## src/rtl/fetch_pkg.sv

```systemverilog
// Shared definitions for the instruction-fetch sequencer: state encodings,
// reset defaults and address helpers.
package fetch_pkg;

  typedef enum logic [1:0] {
    ST_IDLE   = 2'd0,
    ST_RUN    = 2'd1,
    ST_DRAIN  = 2'd2,
    ST_HALTED = 2'd3
  } fetch_state_t;

  localparam logic [31:0] DEFAULT_RESET_PC = 32'h0000_0000;
  localparam logic [31:0] NOP_WORD         = 32'h0000_0000;

  // Branch targets are always word aligned; low address bits are dropped.
  function automatic logic [31:0] word_align(input logic [31:0] addr);
    return {addr[31:2], 2'b00};
  endfunction

endpackage

```

## src/rtl/sat_counter16.sv

```systemverilog
// 16-bit event counter that adds 0..2 per cycle and sticks at 16'hFFFF.
module sat_counter16 (
  input  logic        clk,
  input  logic        rst,
  input  logic [1:0]  inc,
  output logic [15:0] count
);

  logic [15:0] count_reg;
  logic [16:0] sum;

  assign sum   = {1'b0, count_reg} + {15'b0, inc};
  assign count = count_reg;

  always_ff @(posedge clk or posedge rst) begin
    if (rst)
      count_reg <= 16'h0000;
    else
      count_reg <= sum[16] ? 16'hFFFF : sum[15:0];
  end

endmodule

```

## src/rtl/fetch_sequencer.sv

```systemverilog
// Instruction-fetch controller: owns the PC, fills the IF/ID register from a
// combinational ROM and sequences stall, redirect, halt and drain.
module fetch_sequencer
  import fetch_pkg::*;
#(
  parameter logic [31:0] RESET_PC     = DEFAULT_RESET_PC,
  parameter int          ROM_WORDS    = 256,
  parameter int          DRAIN_CYCLES = 4
) (
  input  logic        Clk,
  input  logic        Reset,
  input  logic        Start,
  input  logic        Stall,
  input  logic        Redirect,
  input  logic [31:0] RedirectPC,
  input  logic        HaltReq,
  output logic [31:0] RomAddr,
  input  logic [31:0] RomInst,
  output logic [31:0] IfIdInst,
  output logic [31:0] IfIdPC4,
  output logic        IfIdValid,
  output logic [1:0]  State,
  output logic [15:0] FetchCount,
  output logic [15:0] FlushCount
);

  localparam int          DW        = $clog2(DRAIN_CYCLES + 1);
  localparam logic [29:0] ROM_LIMIT = 30'(ROM_WORDS);
  localparam logic [DW-1:0] DRAIN_LAST = DW'(DRAIN_CYCLES - 1);

  fetch_state_t    state_reg, state_next;
  logic [31:0]     pc_reg, pc_next;
  logic [31:0]     ifid_inst_reg, ifid_inst_next;
  logic [31:0]     ifid_pc4_reg, ifid_pc4_next;
  logic            ifid_valid_reg, ifid_valid_next;
  logic [DW-1:0]   drain_cnt_reg, drain_cnt_next;
  logic [1:0]      fetch_inc, flush_inc;
  logic [31:0]     pc_plus4;
  logic [31:0]     target_pc;

  assign pc_plus4  = pc_reg + 32'd4;
  assign target_pc = word_align(RedirectPC);

  always_ff @(posedge Clk or posedge Reset) begin
    if (Reset) begin
      state_reg      <= ST_IDLE;
      pc_reg         <= RESET_PC;
      ifid_inst_reg  <= NOP_WORD;
      ifid_pc4_reg   <= 32'h0;
      ifid_valid_reg <= 1'b0;
      drain_cnt_reg  <= '0;
    end else begin
      state_reg      <= state_next;
      pc_reg         <= pc_next;
      ifid_inst_reg  <= ifid_inst_next;
      ifid_pc4_reg   <= ifid_pc4_next;
      ifid_valid_reg <= ifid_valid_next;
      drain_cnt_reg  <= drain_cnt_next;
    end
  end

  always_comb begin
    state_next      = state_reg;
    pc_next         = pc_reg;
    ifid_inst_next  = ifid_inst_reg;
    ifid_pc4_next   = ifid_pc4_reg;
    ifid_valid_next = ifid_valid_reg;
    drain_cnt_next  = drain_cnt_reg;
    fetch_inc       = 2'd0;
    flush_inc       = 2'd0;
    case (state_reg)
      ST_IDLE: begin
        ifid_valid_next = 1'b0;
        if (Start) state_next = ST_RUN;
      end
      ST_RUN: begin
        if (Redirect) begin
          // Squash the slot being fetched now plus whatever sits in IF/ID.
          pc_next         = target_pc;
          ifid_inst_next  = NOP_WORD;
          ifid_pc4_next   = 32'h0;
          ifid_valid_next = 1'b0;
          flush_inc       = ifid_valid_reg ? 2'd2 : 2'd1;
        end else if (Stall) begin
          state_next = ST_RUN;
        end else if (HaltReq || (pc_reg[31:2] >= ROM_LIMIT)) begin
          state_next      = ST_DRAIN;
          ifid_valid_next = 1'b0;
          drain_cnt_next  = '0;
        end else begin
          ifid_inst_next  = RomInst;
          ifid_pc4_next   = pc_plus4;
          ifid_valid_next = 1'b1;
          pc_next         = pc_plus4;
          fetch_inc       = 2'd1;
        end
      end
      ST_DRAIN: begin
        ifid_valid_next = 1'b0;
        // An older in-flight branch may still pull us back into the ROM.
        if (Redirect && !HaltReq && (RedirectPC[31:2] < ROM_LIMIT)) begin
          state_next     = ST_RUN;
          pc_next        = target_pc;
          drain_cnt_next = '0;
        end else if (drain_cnt_reg == DRAIN_LAST) begin
          state_next = ST_HALTED;
        end else begin
          drain_cnt_next = drain_cnt_reg + 1'b1;
        end
      end
      default: begin
        ifid_valid_next = 1'b0;
      end
    endcase
  end

  sat_counter16 u_fetch_count (
    .clk   (Clk),
    .rst   (Reset),
    .inc   (fetch_inc),
    .count (FetchCount)
  );

  sat_counter16 u_flush_count (
    .clk   (Clk),
    .rst   (Reset),
    .inc   (flush_inc),
    .count (FlushCount)
  );

  assign RomAddr   = pc_reg;
  assign IfIdInst  = ifid_inst_reg;
  assign IfIdPC4   = ifid_pc4_reg;
  assign IfIdValid = ifid_valid_reg;
  assign State     = state_reg;

endmodule
```

## config.mk

```make
export PLATFORM = sky130hd
export DESIGN_NAME = fetch_sequencer
export DESIGN_NICKNAME = d
export VERILOG_FILES = /design/src/rtl/fetch_pkg.sv /design/src/rtl/sat_counter16.sv /design/src/rtl/fetch_sequencer.sv
export SDC_FILE = /design/constraint.sdc
export NUM_CORES = 1
export LEC_CHECK = 0
export ABC_AREA = 1
export CORE_MARGIN = 2
export CORE_UTILIZATION = 44
export CTS_CLUSTER_DIAMETER = 120
export DETAILED_ROUTE_END_ITERATION = 8
export GPL_TIMING_DRIVEN = 0
export HOLD_SLACK_MARGIN = 0.1
export PLACE_DENSITY = 0.77
export SLEW_MARGIN = 15
export SYNTH_ARGS = -nofsm -noshare
export SYNTH_HDL_FRONTEND = slang
export SYNTH_HIERARCHICAL = 1
export SYNTH_SLANG_ARGS = --single-unit
```

## constraint.sdc

```tcl
create_clock -name Clk -period 2.72 [get_ports Clk]
set_input_delay 0.272 -clock Clk [delete_from_list [all_inputs] [get_ports Clk]]
set_output_delay 0.272 -clock Clk [all_outputs]
set_load 0.03 [all_outputs]
```

-- After elaboration in Yosys (flattened, before gate mapping)
Cells that the tools add are included.
- $add $sub $neg: 4
- magnitude comparators: 2
- equality and inequality tests: 15
- muxes and demuxes: 35
- reductions and logical operators: 11
- operator list (operator ; count):
    32-bit 2-to-1 mux ; 8
    32-bit one-hot mux with 2 select lines ; 1
    32-bit by 3-bit adder with 32-bit output (second input constant) ; 1
    16-bit 2-to-1 mux ; 2
    30-bit by 9-bit greater-or-equal comparator with 1-bit output (second input constant) ; 1
    30-bit by 9-bit less-than comparator with 1-bit output (second input constant) ; 1
    2-bit 2-to-1 mux ; 9
    16-bit by 1-bit adder with 17-bit output ; 1
    16-bit by 2-bit adder with 17-bit output ; 1
    3-bit 2-to-1 mux ; 5
    3-bit inequality test (second input constant) ; 5
    2-bit inequality test (second input constant) ; 6
    5-bit AND reduction ; 2
    1-bit 2-to-1 mux ; 8
    2-bit one-hot mux with 3 select lines ; 1
    3-bit one-hot mux with 2 select lines ; 1
    4-bit AND reduction ; 1
    3-bit by 1-bit adder with 3-bit output (second input constant) ; 1
    3-bit by 2-bit equality test with 1-bit output (second input constant) ; 1
    3-bit AND reduction ; 1
    3-bit nonzero test ; 1
    2-bit by 1-bit equality test with 1-bit output (second input constant) ; 1
    2-bit equality test (second input constant) ; 1
    1-bit logical AND ; 2
    5 further kinds ; 5
- register bits: 134
- input bits: 70
- output and inout bits: 131
- word-level logic and storage cells: 75

-- Longest topological paths before layout
Gate-level depths: netlist (run 1).
- depth in word-level cells: 8
- gate-level depth with buffers: 17
- mapped depth without buffers: 16

-- Modules after synthesis
The synthesis (run 1) kept the hierarchy.
- by module, submodules not included (module ; instances ; cells an instance ; area each (µm²)):
    fetch_sequencer ; 1 ; 688 ; 5028.6
    sat_counter16 ; 2 ; 121 ; 955.9

-- Worst setup path before layout (run 1)
No wires, ideal clock.
- path kind: register to register
- from: register state_reg[1] (netlist: State[1])
- to: register u_fetch_count.count_reg[14] (netlist: u_fetch_count/count[14])
- library setup time: 122 ps
- arrival: 2651 ps
- data required time: 2598 ps
- setup slack: -53 ps
- cell stages (with the launch flop): 17
- period minus slack after synthesis: 2773 ps
- cell sequence: dfrtp_1 > inv_1 > ha_1 > inv_1 > nor2_2 > nand3_2 > clkinv_2 > buf_6 > ha_1 > inv_1 > fa_1 > inv_1 > nand2_1 > nor2_4 > nand3_1 > nand2_1 > o21ai_1
- word-level cells in the longest chain between the ends: 4
- ends and longest elaborated chain (element ; line ; text):
    from (decl) ; fetch_sequencer.sv:31 ; fetch_state_t state_reg, state_next;
    from (signal assigned) ; fetch_sequencer.sv:53 ; state_reg <= state_next;
    2-bit by 1-bit equality test with 1-bit output ; fetch_sequencer.sv:71 ; case (state_reg)
    1-bit 2-to-1 mux ; fetch_sequencer.sv:71 ;
    net fetch_inc[0] ; fetch_sequencer.sv:37 ; logic [1:0] fetch_inc, flush_inc;
    16-bit by 1-bit adder with 17-bit output ; sat_counter16.sv:12 ; assign sum = {1'b0, count_reg} + {15'b0, inc};
    16-bit 2-to-1 mux ; sat_counter16.sv:19 ; count_reg <= sum[16] ? 16'hFFFF : sum[15:0];
    to (signal assigned) ; sat_counter16.sv:19 ;
    to (decl) ; sat_counter16.sv:9 ; logic [15:0] count_reg;
The timed path passes the listed nets, and every way through them passes these cells.
A chain may end at the register's enable or synchronous reset.

-- Worst setup path in the final report (run 1)
- from: register pc_reg[17] (netlist: RomAddr[17])
- to: register u_fetch_count.count_reg[14] (netlist: u_fetch_count/count[14])
- word-level cells in the longest chain between the ends: 8
- ends and longest elaborated chain (element ; line ; text):
    from (decl) ; fetch_sequencer.sv:32 ; logic [31:0] pc_reg, pc_next;
    from (signal assigned) ; fetch_sequencer.sv:54 ; pc_reg <= pc_next;
    30-bit by 9-bit greater-or-equal comparator with 1-bit output ; fetch_sequencer.sv:86 ; end else if (HaltReq || (pc_reg[31:2] >= ROM_LIMIT)) begin
    1-bit logical OR ; fetch_sequencer.sv:86 ;
    1-bit 2-to-1 mux ; fetch_sequencer.sv:86 ;
    1-bit 2-to-1 mux ; fetch_sequencer.sv:84 ; end else if (Stall) begin
    1-bit 2-to-1 mux ; fetch_sequencer.sv:77 ; if (Redirect) begin
    1-bit 2-to-1 mux ; fetch_sequencer.sv:71 ;
    16-bit by 1-bit adder with 17-bit output ; sat_counter16.sv:12 ;
    16-bit 2-to-1 mux ; sat_counter16.sv:19 ;
Every way passes these cells.

==> results of run 1 <==
[cells in the final DEF, fill, tap and decap left out, types with 9 or more instances in the layout]
| cell | n |
|---|---|
| nand2_1 | 389 |
| clkdlybuf4s50_1 | 196 |
| dfrtp_1 | 111 |
| inv_1 | 106 |
| nor2_1 | 96 |
| nand3_1 | 46 |
| buf_4 | 25 |
| dfrtp_2 | 20 |
| o21ai_0 | 19 |
| clkbuf_16 | 17 |
| nor2_2 | 15 |
| o21ai_1 | 15 |
| xor2_1 | 13 |
| ha_1 | 10 |
| xnor2_1 | 9 |
| nand3b_1 | 9 |
[cell families after synthesis]
| logic type | Yosys count | share of synthesized area [%] |
|---|---|---|
| flops | 131 | 47.23 |
| compound gates | 40 | 2.993 |
| buf+inv | 134 | 8.329 |
| xor+xnor | 22 | 2.776 |
| other cells | 1 | 0.05403 |
| simple gates | 588 | 35.88 |
| fa+ha+maj | 14 | 2.740 |
[final cells by class]
type	instances	area (um2)	share of cell area, %
plain buffers	21	142.6	1.415
clock buffers	17	425.4	4.220
clock inverters	15	170.2	1.688
inverters	112	439.2	4.356
multi-input cells	668	3149	31.24
flip-flops and latches	131	3303	32.77
well taps	211	264.0	2.619
repair buffers	221	2187	21.70
[metrics by stage]
step / utilization, % / std cells / hold WS (ns) / setup TNS, ns / worst slack (ns)
global route: 65.83 / 1396 / 0.1987 / -0.3851 / -0.09327
global placement: 60.11 / 1340 / 0.4476 / -9.054 / -0.5860
CTS: 65.11 / 1384 / 0.1666 / 0 / 0.02429
floorplan: - / 933 / 0.1857 / 0 / 0.001096
detailed placement: 60.50 / 1343 / 0.4517 / -9.549 / -0.6866
finish: 65.83 / 1396 / 0.1778 / 0 / 0.06814
[routing by layer]
| metal | track usage (%) | vias up |
|---|---|---|
| met3 | 4.748 | 22 |
| met2 | 38.84 | 220 |
| met1 | 29.91 | 3061 |
| li1 | - | 3324 |
| met4 | 8.159 | 0 |
| met5 | 0 | - |
[power groups by stage]
stage,Sequential (uW),Clock (uW),Combinational [uW]
2_1_floorplan,3360,0,1470
3_3_place_gp,2870,0,3140
3_5_place_dp,2860,0,3200
4_1_cts,2790,2360,3330
5_1_grt,2840,2440,3770
6_report,2780,2320,3430
[repair_timing]
action | in CTS | in global routing
pin swaps | 6 | 6
gates resized for setup | 11 | 4
cloned | 0 | 0
setup buffers | 10 | 12
endpoints found under the setup margin | 16 | 16
[final timing paths]
kind	to	slack, ns	cells past startpoint
min in group Clk	IfIdInst[8]$_DFFE_PP0P_	0.38	3
max	u_fetch_count/count[14]$_DFF_PP0_	0.07	16
max in group asynchronous	RomAddr[10]$_DFFE_PP0P_	1.90	4
min	IfIdInst[6]$_DFFE_PP0P_	0.18	2
min reg2reg	IfIdPC4[30]$_DFFE_PP0P_	0.46	2
max reg2reg	u_fetch_count/count[14]$_DFF_PP0_	0.07	16
==> summary.md, run 1 <==
| Metric | Value |
|---|---|
| Row count | `45` |
| # fillers | `1,326` |
| Final period util | `97.49%` |
| Vias | `6,627` |
| #FFs+latches synth | `131` |
| Critical path type | `reg2reg` |
| Vias in the first global route | `6,219` |
| DR WL met2 | `9203 um` |
| CTS sink count | `131` |
| Share of cells above drive strength 1 | `11.65%` |
| Final WL | `19,100 um` |
| Worst-margin pin slew | `0.6565 ns` |
| Clk slew on worst S/H paths | `0.06 ns` |
| Pre-antenna DRT Iters | `5` |
| IO buf count | `196` |
| Mapped Cells | `930` |
| Slowest Stage Delay on Critical Path | `0.46 ns` |
| Metal3 WL | `1224 um` |
| Max Fclk | `377.1 MHz` |
| # diodes | `0` |
| Final nets | `1,256` |
| Tot Pwr | `8533 uW` |
| Die span in y | `129.6 um` |
| Net load switching power | `3454 uW` |
| Post-Layout Inst Area | `10,080 um2` |
| Level count of the clock H-tree | `4` |
| PwrDens | `846.5 nW/um2` |
| Largest net degree at the start of global routing | `37` |
| Final hold vios | `0` |
| Die ar. | `16,790 um2` |
| Worst Clk Skew | `0.01003 ns` |
| Crit. Startpoint | `RomAddr[17]$_DFFE_PP0P_` |
| Post-synth top cells | `nand2_1, dfrtp_1, inv_1, nor2_1, nand3_1` |
| Worst skew pair latency | `0.42 ns` |
| Post-synth EDFFs | `0` |
| Mean post-synth cell area | `7.463 um2` |
| Leakage | `0.005053 uW` |
| Clk pwr share | `27.2%` |
| Crit. End Element | `register` |
| Synth Warn # | `6` |
| Number of flip-flops in the largest register | `32` |
| Max-slew headroom | `56.19%` |
| # IOs | `201` |
| Slowest CP cell | `dfrtp_2` |
| Synth area leaders | `dfrtp_1, nand2_1, inv_1` |
| Synthesized cell area | `6940 um2` |
| Highest routing layer actually used | `met4` |
| Setup-failing EPs final | `0` |
| DP HPWL | `13,990 um` |
| Area Growth Syn to Fin | `45.25%` |
| Final antenna-violating net count | `0` |
| Remaining DRCs | `0` |
| CTS tree | `built` |
| DR vias/cell | `4.747` |
| M1 wire length | `8366 um` |
| Yosys top cell by area | `dfrtp_1` |
| Startpoint types | `register` |
| Netlist cell types | `34` |
| Status | `completed` |
| Bufs and invs on worst path | `3` |
| Final Max Slew Viols | `0` |
| First-pass GRT wire length | `30,580 um` |
| Register area share after synthesis | `47.23%` |
| Max-Cap Viols | `0` |
| Worst EP arrival | `2.96 ns` |
| Share of the synthesized area in the top cell type | `47.23%` |
| CTS max path bufs | `2` |
| Starting Density | `45.32%` |
| Worst path cell trace | `nor2_1 -> nand2_1 -> nor2_4 -> nand3_2 -> nor2_4 -> nand3_4 -> clkinv_8 -> ha_2 -> inv_1 -> fa_2 -> inv_1 -> nand2_1 -> nor2_4 -> nand3_2 -> nand2_1 -> o21ai_1` |
| Ys flop type | `dfrtp_1` |
| WL/cell | `13.68 um` |
| Comb pwr share | `40.2%` |
| Placer's final routability congestion estimate | `0.8715` |
| Placed Instance Area | `9265 um2` |
| Asr flop ratio synth | `100.0%` |
| Num CTS Buffers | `17` |
| Core area | `15,310 um2` |
| R2r startpoint | `RomAddr[17]$_DFFE_PP0P_` |
| Most frequent cell after synthesis | `nand2_1` |
| Worst Hold Class | `in2async` |
| Initial antenna violation count | `0` |
| Top delay family on crit path | `simple AND/OR/NAND/NOR gates` |
| Grt total ovfl | `0` |
| Starting DRT DRC Count | `310` |
| Sequential Power Share | `32.6%` |
| Clk root buf | `clkbuf_16` |
| Hold buffers post-CTS | `0` |
| CP Max Fanout | `8` |
| Int Power | `5079 uW` |
| Worst IR Drop VDD | `657.3 uV` |
| Tot GR Track Use | `23.17%` |
| Worst EP required | `3.02 ns` |
| Final Critical Period | `2.652 ns` |
| Die W | `129.6 um` |
| Switch share | `40.48%` |
Power figures use the tool's default switching activity.
==> inputs of run 2 (changes only) <==
CORE_UTILIZATION = 40   (was 44)
PLACE_DENSITY = 0.71   (was 0.77)
==> summary.md, run 2 (synthesis results as in run 1) <==
| Metric | Value |
|---|---|
| Worst-margin pin slew | `0.6581 ns (was 0.6565 ns)` |
| Starting DRT DRC Count | `265 (was 310)` |
| Share of cells above drive strength 1 | `11.60% (was 11.65%)` |
| Die ar. | `18,420 um2 (was 16,790 um2)` |
| Critical path type | `reg2reg (unchanged)` |
| Final Critical Period | `2.547 ns (was 2.652 ns)` |
| Max-Cap Viols | `0 (unchanged)` |
| Hold buffers post-CTS | `0 (unchanged)` |
| Startpoint types | `register (unchanged)` |
| Worst Clk Skew | `0.01204 ns (was 0.01003 ns)` |
| PwrDens | `832.5 nW/um2 (was 846.5 nW/um2)` |
| CTS sink count | `131 (unchanged)` |
| Met2 usage | `36.28% (was 38.84%)` |
| Die W | `135.7 um (was 129.6 um)` |
| Met3 usage | `4.190% (was 4.748%)` |
| Crit. End Element | `register (unchanged)` |
| GR Layer Usage met1 | `27.13% (was 29.91%)` |
| Level count of the clock H-tree | `4 (unchanged)` |
| # fillers | `1,577 (was 1,326)` |
| Final nets | `1,252 (was 1,256)` |
| Slowest CP cell | `dfrtp_2 (unchanged)` |
| Pre-antenna DRT Iters | `4 (was 5)` |
| Worst IR Drop VDD | `535.3 uV (was 657.3 uV)` |
| Worst Hold Slack | `0.2977 ns (was 0.1778 ns)` |
| Grt total ovfl | `0 (unchanged)` |
| Starting Density | `40.55% (was 45.32%)` |
| Worst EP required | `3.02 ns (about the same)` |
| Final WL | `19,170 um (was 19,100 um)` |
| Most used cell, CP | `nand3_2` |
| DP HPWL | `14,160 um (was 13,990 um)` |
| Worst Hold Class | `in2async (unchanged)` |
| Area Growth Syn to Fin | `44.64% (was 45.25%)` |
| Clk slew on worst S/H paths | `0.06 ns (about the same)` |
| Row count | `48 (was 45)` |
| Max-slew headroom | `56.08% (was 56.19%)` |
| Tot GR Track Use | `21.25% (was 23.17%)` |
| Final hold vios | `0 (unchanged)` |
| Largest net degree at the start of global routing | `31 (was 37)` |
| Final Max Slew Viols | `0 (unchanged)` |
| Sequential cell area | `3302 um2 (was 3303 um2)` |
| Top delay family on crit path | `simple AND/OR/NAND/NOR gates (unchanged)` |
| CP Max Fanout | `6 (was 8)` |
| Final antenna-violating net count | `0 (unchanged)` |
| Commonest non-fill, non-tap cells in the layout | `nand2_1, clkdlybuf4s50_1, dfrtp_1, inv_1, nor2_1 (unchanged)` |
| Die span in y | `135.7 um (was 129.6 um)` |
| CTS max path bufs | `2 (unchanged)` |
| Final period util | `93.65% (was 97.49%)` |
| Clk root buf | `clkbuf_16 (unchanged)` |
| DR vias/cell | `4.652 (was 4.747)` |
| Vias | `6,546 (was 6,627)` |
| Num CTS Buffers | `17 (unchanged)` |
| Slowest Stage Delay on Critical Path | `0.42 ns (was 0.46 ns)` |
| Tot Pwr | `8357 uW (was 8533 uW)` |
| Leakage | `0.005002 uW (was 0.005053 uW)` |
| Max Fclk | `392.6 MHz (was 377.1 MHz)` |
| Gr busiest metal | `met2 (unchanged)` |
| Initial antenna violation count | `1 (was 0)` |
| IO buf count | `196 (unchanged)` |
| Area of the multi-input gates | `3154 um2 (was 3149 um2)` |
| Remaining DRCs | `0 (unchanged)` |
| Vias in the first global route | `6,389 (was 6,219)` |
| WL/cell | `13.62 um (was 13.68 um)` |
| Worst EP arrival | `2.85 ns (was 2.96 ns)` |
| Placer's final routability congestion estimate | `0.8502 (was 0.8715)` |
| CTS tree | `built (unchanged)` |
| Status | `completed (unchanged)` |
| Setup-failing EPs final | `0 (unchanged)` |
| Number of flip-flops in the largest register | `32 (unchanged)` |
| Bufs and invs on worst path | `3 (unchanged)` |
| Core area | `17,120 um2 (was 15,310 um2)` |
| Worst path cell trace | `nor2_2 -> nand3_2 -> nor2_2 -> nand3_2 -> nor2_4 -> nand3_4 -> clkinv_8 -> ha_4 -> inv_1 -> fa_2 -> inv_1 -> nand2_1 -> nor2_4 -> nand3_2 -> nand2_1 -> o21ai_1 (was nor2_1 -> nand2_1 -> nor2_4 -> nand3_2 -> nor2_4 -> nand3_4 -> clkinv_8 -> ha_2 -> inv_1 -> fa_2 -> inv_1 -> nand2_1 -> nor2_4 -> nand3_2 -> nand2_1 -> o21ai_1)` |
| # IOs | `201 (unchanged)` |
| Worst skew pair latency | `0.42 ns (about the same)` |
| Most common cell after layout, fill and taps aside | `nand2_1 (unchanged)` |
| First-pass GRT wire length | `31,020 um (was 30,580 um)` |
## run 2: cell types whose count changed in the layout (fill, tap and decap cells not counted), sizes merged
cell	delta
bufinv	-1
inv	-5
buf	-4
clkinvlp	+4
clkinv	+2
diode	+1
## run 2: worst paths after layout
path / start / endpoint / slack [ns] / cells after the start
hold reg to reg: IfIdPC4[21]$_DFFE_PP0P_ / IfIdPC4[21]$_DFFE_PP0P_ / 0.46 / 2
hold / removal: Reset / IfIdInst[5]$_DFFE_PP0P_ / 0.30 / 2
min in group Clk: RomInst[7] / IfIdInst[7]$_DFFE_PP0P_ / 0.40 / 3
setup reg to reg: RomAddr[12]$_DFFE_PP0P_ / u_fetch_count/count[14]$_DFF_PP0_ / 0.17 / 16
max in group asynchronous: Reset / IfIdInst[0]$_DFFE_PP0P_ / 1.49 / 5
setup / recovery: RomAddr[12]$_DFFE_PP0P_ / u_fetch_count/count[14]$_DFF_PP0_ / 0.17 / 16
## run 2: routing by layer
metal / up-vias / share of wire (%)
met5: - / 0
met4: 0 / 1.8
met3: 18 / 5.8
met1: 3046 / 44
li1: 3308 / -
met2: 174 / 48
## run 2: timing repair
item	in CTS	in global routing
setup endpoints to repair	16	16
cloned	0	0
setup buffers	12	6
pin swaps	4	6
resized for setup	11	6
endpoints found under the hold margin	0	0
## run 2: area by class of cell
type                            instances  share of cell area, %
Clock buffer                           17                  4.238
Tap cell                              225                  2.804
Antenna cell                            1                0.02493
Buffer                                 21                  1.421
Timing Repair Buffer                  217                  21.49
Sequential cell                       131                  32.89
Inverter                              112                  4.375
Clock inverter                         15                  1.334
Multi-Input combinational cell        668                  31.42
## run 2: power by group
| group | switching (uW) | internal (uW) |
|---|---|---|
| sequential | 440 | 2320 |
| clock | 905 | 1260 |
| combinational | 2080 | 1360 |
## run 2: through the flow
| step | std cells | util [%] | TNS (ns) | setup slack, ns | instance area (um2) |
|---|---|---|---|---|---|
| after floorplan | 933 | - | 0 | 0.001096 | 6979 |
| after global placement | 1354 | 53.88 | -9.939 | -0.5831 | 9223 |
| after detailed placement | 1357 | 54.23 | -8.899 | -0.6674 | 9283 |
| after CTS | 1400 | 58.30 | 0 | 0.06821 | 9978 |
| after global routing | 1407 | 58.65 | -0.02354 | -0.01991 | 10040 |
| final | 1407 | 58.65 | 0 | 0.1728 | 10040 |
==> inputs of run 3 (changes only) <==
PLACE_DENSITY = default   (was 0.71)
PLACE_DENSITY_LB_ADDON = 0.15   (was default)
SETUP_SLACK_MARGIN = 0.5   (was default)
==> summary.md, run 3 (synthesis results as in run 1) <==
| Metric | Value |
|---|---|
| Status | `completed (unchanged)` |
| RSZ-0062 raised after global routing | `true` |
| Initial antenna violation count | `0 (was 1)` |
| Grt total ovfl | `0 (unchanged)` |
| Worst EP required | `3.02 ns (about the same)` |
| Remaining DRCs | `0 (unchanged)` |
| Starting DRT DRC Count | `287 (was 265)` |
| Clk root buf | `clkbuf_16 (unchanged)` |
| CTS tree | `built (unchanged)` |
| CP Max Fanout | `6 (unchanged)` |
| Final Critical Period | `2.489 ns (was 2.547 ns)` |
| IO buf count | `196 (unchanged)` |
| CTS sink count | `131 (unchanged)` |
| Tot Pwr | `8551 uW (was 8357 uW)` |
| Vias in the first global route | `6,192 (was 6,389)` |
| Row count | `48 (unchanged)` |
| # fillers | `1,658 (was 1,577)` |
| Hold buffers post-CTS | `0 (unchanged)` |
| Final antenna-violating net count | `0 (unchanged)` |
| Vias | `6,563 (was 6,546)` |
| First-pass GRT wire length | `30,820 um (was 31,020 um)` |
| Die span in y | `135.7 um (unchanged)` |
| Final nets | `1,269 (was 1,252)` |
| Final period util | `91.50% (was 93.65%)` |
| WL/cell | `13.79 um (was 13.62 um)` |
| Max-Cap Viols | `0 (unchanged)` |
| Final WL | `19,630 um (was 19,170 um)` |
| Fin cells | `1,423 (was 1,407)` |
| Crit. End Element | `register (unchanged)` |
| Worst-margin pin slew | `0.6514 ns (was 0.6581 ns)` |
| Critical path type | `reg2reg (unchanged)` |
| Tot GR Track Use | `21.47% (was 21.25%)` |
| Pre-antenna DRT Iters | `4 (unchanged)` |
| CTS max path bufs | `2 (unchanged)` |
| Worst IR Drop VDD | `499.7 uV (was 535.3 uV)` |
| # diodes | `0 (was 1)` |
| DR vias/cell | `4.612 (was 4.652)` |
| Area Growth Syn to Fin | `48.10% (was 44.64%)` |
| Level count of the clock H-tree | `4 (unchanged)` |
| Largest net degree at the start of global routing | `31 (unchanged)` |
| Commonest non-fill, non-tap cells in the layout | `nand2_1, clkdlybuf4s50_1, dfrtp_1, inv_1, nor2_1 (unchanged)` |
| Die ar. | `18,420 um2 (unchanged)` |
| Core area | `17,120 um2 (unchanged)` |
| Startpoint types | `register (unchanged)` |
| Final hold vios | `0 (unchanged)` |
| Placer's final routability congestion estimate | `0.8179 (was 0.8502)` |
| Max-slew headroom | `56.52% (was 56.08%)` |
| Num CTS Buffers | `17 (unchanged)` |
| Worst skew pair latency | `0.43 ns (was 0.42 ns)` |
| Setup TNS | `0 ns (unchanged)` |
| Worst Hold Class | `in2async (unchanged)` |
| Die W | `135.7 um (unchanged)` |
| Worst Clk Skew | `0.01438 ns (was 0.01204 ns)` |
| Clk slew on worst S/H paths | `0.07 ns (was 0.06 ns)` |
| DP HPWL | `14,460 um (was 14,160 um)` |
| Setup-failing EPs final | `0 (unchanged)` |
| Worst EP arrival | `2.79 ns (was 2.85 ns)` |
| Most common cell after layout, fill and taps aside | `nand2_1 (unchanged)` |
| Leakage | `0.005147 uW (was 0.005002 uW)` |
| Cell count after placement | `1,357 (unchanged)` |
| Share of cells above drive strength 1 | `14.61% (was 11.60%)` |
| # IOs | `201 (unchanged)` |
| Number of flip-flops in the largest register | `32 (unchanged)` |
| Starting Density | `40.55% (unchanged)` |
| Max Fclk | `401.8 MHz (was 392.6 MHz)` |
| Final Max Slew Viols | `0 (unchanged)` |
| PwrDens | `831.9 nW/um2 (was 832.5 nW/um2)` |
## run 3: changes by cell type in the layout (fill, tap and decap cells not counted), sizes merged
cell,delta
bufinv,-1
clkinv,-4
nand4,+1
inv,+6
clkinvlp,-1
diode,-1
buf,+16
## run 3: area by class of cell
type	instances	area, um2	area share (%)
buffer	22	157.7	1.534
clock buffer	17	425.4	4.139
clock inverter	15	138.9	1.351
inverter	112	442.9	4.309
multi-input combinational	669	3252	31.64
sequential	131	3307	32.17
tap	225	281.5	2.739
timing repair buffer	232	2273	22.12
## run 3: stage by stage
step	hold WS, ns	setup WS [ns]	util, %	area (um2)
2_1_floorplan	0.1857	0.1384	-	7030
3_3_place_gp	0.4472	-0.4364	54.18	9274
3_5_place_dp	0.4533	-0.4902	54.53	9334
4_1_cts	0.3158	0.1770	59.12	10120
5_1_grt	0.3451	0.09827	60.05	10280
6_report	0.3069	0.2313	60.05	10280
## run 3: final timing paths
kind / slack, ns / to / start / cells after the start
max: 0.23 / u_fetch_count/count[14]$_DFF_PP0_ / RomAddr[30]$_DFFE_PP0P_ / 17
min: 0.31 / RomAddr[20]$_DFFE_PP0P_ / Reset / 2
max reg2reg: 0.23 / u_fetch_count/count[14]$_DFF_PP0_ / RomAddr[30]$_DFFE_PP0P_ / 17
min reg2reg: 0.47 / IfIdPC4[17]$_DFFE_PP0P_ / IfIdPC4[17]$_DFFE_PP0P_ / 2
max in group asynchronous: 1.87 / RomAddr[10]$_DFFE_PP0P_ / Reset / 3
min in group Clk: 0.39 / IfIdInst[31]$_DFFE_PP0P_ / RomInst[31] / 3
## run 3: timing repair
| item | CTS | global route |
|---|---|---|
| setup endpoints to repair | 32 | 40 |
| pin swaps | 13 | 15 |
| setup buffers | 21 | 12 |
| gates cloned | 0 | 1 |
| resized for setup | 14 | 13 |
## run 3: metal layers
layer	wire length (um)	GRT usage, %	vias up
li1	-	-	3346
met1	8941	28.10	3010
met2	8937	34.48	188
met3	1516	6.659	19
met4	231	5.903	0
met5	0	0	-
## run 3: power breakdown
part           internal [uW]  switching [uW]  leakage [uW]
combinational           1470            2130       0.00315
clock                   1200             982      0.000265
sequential              2320             438       0.00173
## run 3: critical path, stage by stage (launching register included)
cell	delay (ns)
dfrtp_2	0.45
nor2_1	0.11
nand2_1	0.06
nor2_1	0.12
nand3_2	0.13
nor2_4	0.14
nand3_4	0.12
clkinv_8	0.06
buf_8	0.09
ha_4	0.12
inv_2	0.03
fa_2	0.37
inv_2	0.07
nand2_2	0.05
nor2_4	0.20
nand3_2	0.10
nand2_1	0.07
o21ai_1	0.06
